File: config.mk
export PLATFORM = sky130hd
export DESIGN_NAME = div
export DESIGN_NICKNAME = d
export VERILOG_FILES = /design/src/rtl/div_pkg.sv /design/src/rtl/div.sv
export SDC_FILE = /design/constraint.sdc
export NUM_CORES = 1
export LEC_CHECK = 0
export ABC_CLOCK_PERIOD_IN_PS = 4500
export CORE_MARGIN = 4
export CORE_UTILIZATION = 60
export CTS_CLUSTER_DIAMETER = 100
export CTS_CLUSTER_SIZE = 24
export DETAILED_ROUTE_END_ITERATION = 12
export GPL_ROUTABILITY_DRIVEN = 0
export GPL_TIMING_DRIVEN = 0
export PLACE_DENSITY = 0.86
export SLEW_MARGIN = 20
export SYNTH_ARGS = -nofsm -noshare
export SYNTH_HDL_FRONTEND = slang
export SYNTH_SLANG_ARGS = --single-unit
File: constraint.sdc
create_clock -name clk -period 4.5 [get_ports clk]
set_input_delay 1.125 -clock clk [delete_from_list [all_inputs] [get_ports clk]]
set_output_delay 1.125 -clock clk [all_outputs]
set_load 0.05 [all_outputs]
File: src/rtl/div_pkg.sv
// Shared definitions for the radix-2 restoring divider: FSM states and
// handshake level names.
package div_pkg;

    typedef enum logic [1:0] {
        DivFree    = 2'b00,
        DivByZero  = 2'b01,
        DivOn      = 2'b10,
        DivEnd     = 2'b11
    } div_state_e;

    localparam logic DivResultReady    = 1'b1;
    localparam logic DivResultNotReady = 1'b0;
    localparam logic DivStart          = 1'b1;
    localparam logic DivStop           = 1'b0;

    localparam logic [5:0] DivIterations = 6'd32;

    function automatic logic [31:0] neg32(input logic [31:0] v);
        return ~v + 32'd1;
    endfunction

endpackage

File: src/rtl/div.sv
// 32-bit signed/unsigned divider, one quotient bit per clock (restoring).
// result_o = {remainder, quotient}; ready_o marks it valid until start_i drops.
//
// state     | meaning
// DivFree   | idle, waiting for start_i
// DivByZero | divisor was zero, zero result issued next edge
// DivOn     | 32 restoring iterations, then sign correction
// DivEnd    | result held until start_i is released
module div
    import div_pkg::*;
(
    input  logic        clk,
    input  logic        rst,
    input  logic        signed_div_i,
    input  logic [31:0] opdata1_i,
    input  logic [31:0] opdata2_i,
    input  logic        start_i,
    input  logic        annul_i,
    output logic [63:0] result_o,
    output logic        ready_o
);

    div_state_e  state_q, state_d;
    logic [64:0] shreg_q, shreg_d;
    logic [31:0] divisor_q, divisor_d;
    logic [5:0]  cnt_q, cnt_d;
    logic        sign1_q, sign1_d;
    logic        sign2_q, sign2_d;
    logic        signed_q, signed_d;
    logic [63:0] result_d;
    logic        ready_d;

    logic [32:0] diff;
    logic [31:0] mag1, mag2;
    logic [31:0] quo_fix, rem_fix;

    assign diff = {1'b0, shreg_q[63:32]} - {1'b0, divisor_q};
    assign mag1 = (signed_div_i && opdata1_i[31]) ? neg32(opdata1_i) : opdata1_i;
    assign mag2 = (signed_div_i && opdata2_i[31]) ? neg32(opdata2_i) : opdata2_i;
    assign quo_fix = (signed_q && (sign1_q ^ sign2_q)) ? neg32(shreg_q[31:0]) : shreg_q[31:0];
    assign rem_fix = (signed_q && sign1_q) ? neg32(shreg_q[64:33]) : shreg_q[64:33];

    always_ff @(posedge clk or negedge rst) begin
        if (!rst) begin
            state_q   <= DivFree;
            shreg_q   <= '0;
            divisor_q <= '0;
            cnt_q     <= '0;
            sign1_q   <= 1'b0;
            sign2_q   <= 1'b0;
            signed_q  <= 1'b0;
            result_o  <= '0;
            ready_o   <= DivResultNotReady;
        end else begin
            state_q   <= state_d;
            shreg_q   <= shreg_d;
            divisor_q <= divisor_d;
            cnt_q     <= cnt_d;
            sign1_q   <= sign1_d;
            sign2_q   <= sign2_d;
            signed_q  <= signed_d;
            result_o  <= result_d;
            ready_o   <= ready_d;
        end
    end

    always_comb begin
        state_d   = state_q;
        shreg_d   = shreg_q;
        divisor_d = divisor_q;
        cnt_d     = cnt_q;
        sign1_d   = sign1_q;
        sign2_d   = sign2_q;
        signed_d  = signed_q;
        result_d  = result_o;
        ready_d   = ready_o;

        case (state_q)
            DivFree: begin
                result_d = '0;
                ready_d  = DivResultNotReady;
                if (start_i == DivStart && !annul_i) begin
                    if (opdata2_i == 32'd0) begin
                        state_d = DivByZero;
                    end else begin
                        state_d = DivOn;
                        // Low zero pre-shifts the dividend so each iteration
                        // compares the next partial remainder directly.
                        shreg_d   = {32'd0, mag1, 1'b0};
                        divisor_d = mag2;
                        sign1_d   = opdata1_i[31];
                        sign2_d   = opdata2_i[31];
                        signed_d  = signed_div_i;
                        cnt_d     = '0;
                    end
                end
            end
            DivByZero: begin
                state_d  = DivEnd;
                result_d = '0;
                ready_d  = DivResultReady;
            end
            DivOn: begin
                if (annul_i) begin
                    state_d  = DivFree;
                    shreg_d  = '0;
                    cnt_d    = '0;
                    result_d = '0;
                    ready_d  = DivResultNotReady;
                end else if (cnt_q != DivIterations) begin
                    if (diff[32])
                        shreg_d = {shreg_q[63:0], 1'b0};
                    else
                        shreg_d = {diff[31:0], shreg_q[31:0], 1'b1};
                    cnt_d = cnt_q + 6'd1;
                end else begin
                    state_d  = DivEnd;
                    result_d = {rem_fix, quo_fix};
                    ready_d  = DivResultReady;
                    cnt_d    = '0;
                end
            end
            DivEnd: begin
                if (start_i == DivStop) begin
                    state_d  = DivFree;
                    result_d = '0;
                    ready_d  = DivResultNotReady;
                end
            end
            default: state_d = DivFree;
        endcase
    end

endmodule

### Yosys cells after proc, flatten, opt, wreduce, memory -nomap -nowiden

Cells that the tools add are included.

| operators by class | value |
|---|---|
| muxes and demuxes | 29 |
| reductions and logical operators | 15 |
| $add $sub $neg | 6 |
| eq/ne operators | 9 |
| bitwise logic cells | 6 |

Operators with widths:

| cell | number |
|---|---|
| 2-to-1 mux 65 bit | 5 |
| 2-to-1 mux 64 bit | 3 |
| case mux 64 bit (3 select lines) | 1 |
| case mux 65 bit (2 select lines) | 1 |
| adder 32 x 1 -> 32 bit, second input constant | 4 |
| 2-to-1 mux 32 bit | 4 |
| inverter 32 bit | 4 |
| subtractor 32 x 32 -> 33 bit | 1 |
| zero test 32 bit | 1 |
| 2-to-1 mux 6 bit | 4 |
| case mux 6 bit (2 select lines) | 1 |
| 2-to-1 mux 2 bit | 5 |
| AND reduction 3 bit | 3 |
| case mux 2 bit (4 select lines) | 1 |
| adder 6 x 1 -> 6 bit, second input constant | 1 |
| inequality test 2 bit, second input constant | 3 |
| inequality test 3 bit, second input constant | 2 |
| inequality test 6 bit, second input constant | 1 |
| logical AND 1 bit | 5 |
| == test 2 bit, second input constant | 2 |
| case mux 1 bit (4 select lines) | 1 |
| AND reduction 4 bit | 1 |
| 2-to-1 mux 1 bit | 3 |
| == test 2 x 1 -> 1 bit, second input constant | 1 |
| 7 further kinds | 7 |

| storage, ports and cells | value |
|---|---|
| input port bits | 69 |
| output and inout bits | 65 |
| word-level logic and storage cells | 74 |
| register bits | 173 |

### Longest topological paths before layout

Gate-level depths: netlist of the first run.

| depth | value |
|---|---|
| depth in word-level cells | 6 |
| mapped depth | 14 |
| gate-level depth less buffers | 12 |

### Worst setup path before layout of the first run

OpenSTA, ideal clock, no wires.

| timing | value |
|---|---|
| path kind | input-to-reg |
| from | in opdata2_i[19] |
| to | reg shreg_q[31] |
| data required time | 4.369 ns |
| library setup time | 0.131 ns |
| data arrival time | 3.320 ns |
| path slack | 1.050 ns |
| stages | 12 |
| path buffers | 3 |
| cell sequence | or4_1 -> nor4b_2 -> nand4_1 -> o31ai_4 -> a21boi_2 -> buf_4 -> a31o_2 -> buf_6 -> buf_6 -> nor2_1 -> a21oi_1 -> o21ai_1 |

| on the way | value |
|---|---|
| word-level cells in the longest chain between the ends | 3 |

RTL lines:

| element | RTL line | RTL |
|---|---|---|
| from (decl) | div.sv:16 | `input logic [31:0] opdata2_i,` |
| zero test 32 bit | div.sv:83 | `if (opdata2_i == 32'd0) begin` |
| inequality test 2 bit (no source line) | -- |  |
| AND reduction 4 bit (no source line) | -- |  |
| to (signal assigned) | div.sv:56 | `shreg_q <= shreg_d;` |
| to (decl) | div.sv:24 | `logic [64:0] shreg_q, shreg_d;` |

No other way between the ends.
A chain may end at the register's enable or synchronous reset.

### Worst setup path in the final report of the first run

| timing | value |
|---|---|
| from | in opdata2_i[13] |
| to | reg shreg_q[17] |

Same word-level chain as after synthesis.

==> results.cfg, run 1 <==
[outcome]
outcome = finished clean

[worst_setup_path]
worstPathBufferInverterCount = 2
cp-end-kind = flip-flop
cp.required_ns = 4.80
critical_path_peak_fanout = 10
worstPathCellList = clkdlybuf4s50_1 > or4_4 > nor4b_1 > nand4_1 > o31ai_4 > a21boi_2 > nor2_1 > clkbuf_1 > a22oi_1 > o21ai_1
critPathKind = in2reg
cp_data_arrival_time_ns = 4.53
critPathSlowestCell = or4_4
start_kind = input port
cpLargestDelayFamily = simple AND/OR/NAND/NOR gates
slowest_delay_ns = 0.59

[yosys]
netlist_top_cells_count = 204 x nand2_1, 173 x dfrtp_1, 146 x o21ai_0, 89 x nor2_1, 87 x a21oi_1
synth_cell_type_count = 69
syn_area_per_cell_um2 = 8.39
ys_ff_latch = 173
synthArstFlopShare_pct = 100
synth.yosys.warnings = 0
synth-main-ff-cell = dfrtp_1
syn_inst = 1332
yosysTopAreaCell = dfrtp_1
yosysTopAreaCellShare_pct = 38.7
yosysSeqAreaShare_pct = 38.7
synth.most_common_cell = nand2_1
synth_area_leaders = dfrtp_1 39%, nand2_1 6.8%, o21ai_0 6.5%
synth_edf_count = 0
syn_nets = 1445
syn-cell-area_um2 = 11200

[pwr]
power.internal_w = 0.00365
power_density_nw_per_um2 = 455
swShare_pct = 40.4
total_power_w = 0.00613
cellLeakagePower_nw = 5.85
clockPowerShare_pct = 24.4
power_frac_comb_pct = 41.5
ir_worst_vdd_v = 0.000279
p_seq_share_pct = 34.0
switching_power_w = 0.00248

[timing]
timing.final.hold_violations = 0
final_max_slew_viol_count = 0
period_share_pct = 94.0
rsz0062_at_grt = no
tightestPinTransition_ns = 0.772
max-slew-margin-rel_pct = 48.1
fmax_ghz = 0.236
finalSetupViolCount = 0
layout_setup_ws_ns = 0.268
whs_ns = 0.474
min_period_ns = 4.23
clock_skew_ns = 0.00600

[drt]
ant_nets = 0
wl_mm = 31.0
vias_per_cell = 6.12
wl_per_cell_um = 18.0
drcViolationCount = 0
first_pass_iters = 5
vias = 10600
drtIter0Drc = 913

[clock_tree]
clock_sinks = 173
clk_pin_slew_ns = 0.06
cts_root_buf = clkbuf_16
cts_buffers = 17
cts_max_path_buffers = 2
clock_latency_ns = 0.44
htree_num_levels = 4
cts_tree = built
hold_buffers = 0

[job]
drv_cap = 0

[layout]
stdcell_area_um2 = 13500
drive_gt1_share_pct = 4.73
multi_input_area_um2 = 6340
final_nets = 1601
num_antenna_cells = 0
regArea_um2 = 4330
fillers = 1340
synthToLayoutAreaGrowth_pct = 20.4
post-route-util_pct = 74.2

[placement]
place_area_um2 = 12900
post-place-ws_ns = -0.174
portBuffers = 133
dp_hpwl_mm = 23.8

[global_routing]
grt_max_degree = 70
grt_pass1_vias = 10200
overflow = 0
grt_pass1_wl_mm = 49.0
track_usage_pct = 29.6
antenna_found_initial = 0

[floorplanning]
rows = 49
initial_utilization_pct = 61.6
die-area_um2 = 20900
die_h_um = 145
die_w_um = 145
core_area_um2 = 18100
io_pins = 134

[hold_path]
hold_path_class = reg2reg
through the flow:
stage / cells / setup TNS [ns]
2_1_floorplan: 1332 / 0
3_3_place_gp: 1694 / -773.13
3_5_place_dp: 1696 / -4.86
4_1_cts: 1727 / 0
5_1_grt: 1729 / 0
6_report: 1729 / 0
worst reg2reg max path: stages, from the launching register on:
cell and delay (ns):
dfrtp_1 0.46, ha_1 0.33, clkbuf_1 0.18, a21oi_1 0.28
nand2_1 0.11, o2111ai_1 0.36, a31oi_1 0.22, a221oi_1 0.45
o31a_1 0.25, buf_2 0.24, clkbuf_1 0.40, mux2i_1 0.28
o21ai_1 0.07
cell usage in the layout (no fill, tap or decap), types with 12 or more instances in the layout:
cell,n
nand2_1,204
dfrtp_1,173
o21ai_0,146
clkdlybuf4s50_1,132
nor2_1,89
a21oi_1,87
xor2_1,83
xnor2_1,63
inv_1,60
o21ai_1,59
clkbuf_1,49
ha_1,43
a22oi_1,29
nor3_1,24
o31ai_1,18
nand3_1,18
clkbuf_16,17
or3_1,13
a21o_1,13
a32oi_1,12
timing repair:
item,in CTS,in global routing
resized for setup,0,0
endpoints found under the setup margin,0,1
buffers inserted,0,2
final timing paths:
kind / slack [ns] / cells past startpoint / start / endpoint
setup / recovery: 0.27 / 10 / opdata2_i[13] / shreg_q[17]
hold / removal: 0.47 / 2 / result_o[5] / result_o[5]
setup reg to reg: 0.75 / 12 / shreg_q[39] / shreg_q[52]
hold reg to reg: 0.47 / 2 / result_o[5] / result_o[5]
max in group asynchronous: 2.95 / 3 / rst / shreg_q[30]
min in group asynchronous: 0.57 / 1 / rst / cnt_q[4]
kinds of logic after synthesis:
family | Yosys count | share of synthesized area (%)
adder cells (fa/ha/maj) | 44 | 4.99
AO/OA/AOI/OAI | 425 | 22.7
multiplexers | 8 | 0.750
XOR/XNOR | 146 | 11.4
flip-flops | 173 | 38.7
AND/OR/NAND/NOR | 412 | 16.8
buffers and inverters | 124 | 4.61
area by class of cell:
type                    count  share of cell area [%]
clock buffers              20                    3.32
plain buffers              63                    2.13
inverters                  61                    1.70
well taps                 229                    2.13
flip-flops and latches    173                    32.2
multi-input cells        1035                    47.1
clock inverters            11                    1.07
repair buffers            137                    10.4
power groups by stage:
stage | combinational, W | clock, W | sequential, W
floorplan | 0.00182 | 0 | 0.00204
global placement | 0.00239 | 0 | 0.00208
detailed placement | 0.00247 | 0 | 0.00210
CTS | 0.00251 | 0.00149 | 0.00207
global route | 0.00282 | 0.00156 | 0.00211
finish | 0.00255 | 0.00150 | 0.00209
state kept, by name, summed over array words and instances (netlist names):
name,flops
divisor_q,32
sign1_q,1
state_q,2
sign2_q,1
cnt_q,6
signed_q,1
result_o,64
ready_o,1
shreg_q,65
per-layer routing:
metal  up-vias  part of all wire (%)  track usage [%]
met5         -                     0                0
met4         0                   3.5             13.1
met3        97                   7.5             4.56
met2       497                    50             51.8
met1      4974                    39             36.2
li1       5016                     -                -
No activity file was read; power rests on OpenSTA's default activity.
==> run 2, diff against run 1 <==
--- a/config.mk
+++ b/config.mk
@@ -6,6 +6,7 @@
 export NUM_CORES = 1
 export LEC_CHECK = 0
 export ABC_CLOCK_PERIOD_IN_PS = 4500
+export CAP_MARGIN = 20
 export CORE_MARGIN = 4
 export CORE_UTILIZATION = 60
 export CTS_CLUSTER_DIAMETER = 100
==> constraint.sdc (replaced) <==
create_clock -name clk -period 4.5 [get_ports clk]
set_input_delay 1.125 -clock clk [delete_from_list [all_inputs] [get_ports clk]]
set_output_delay 1.125 -clock clk [all_outputs]
set_load 0.1 [all_outputs]
==> results of run 2 <==
Same layout as run 1 (identical final DEF). Status: finished clean.
Among the figures that moved: total power 0.00613 W -> 0.00614 W
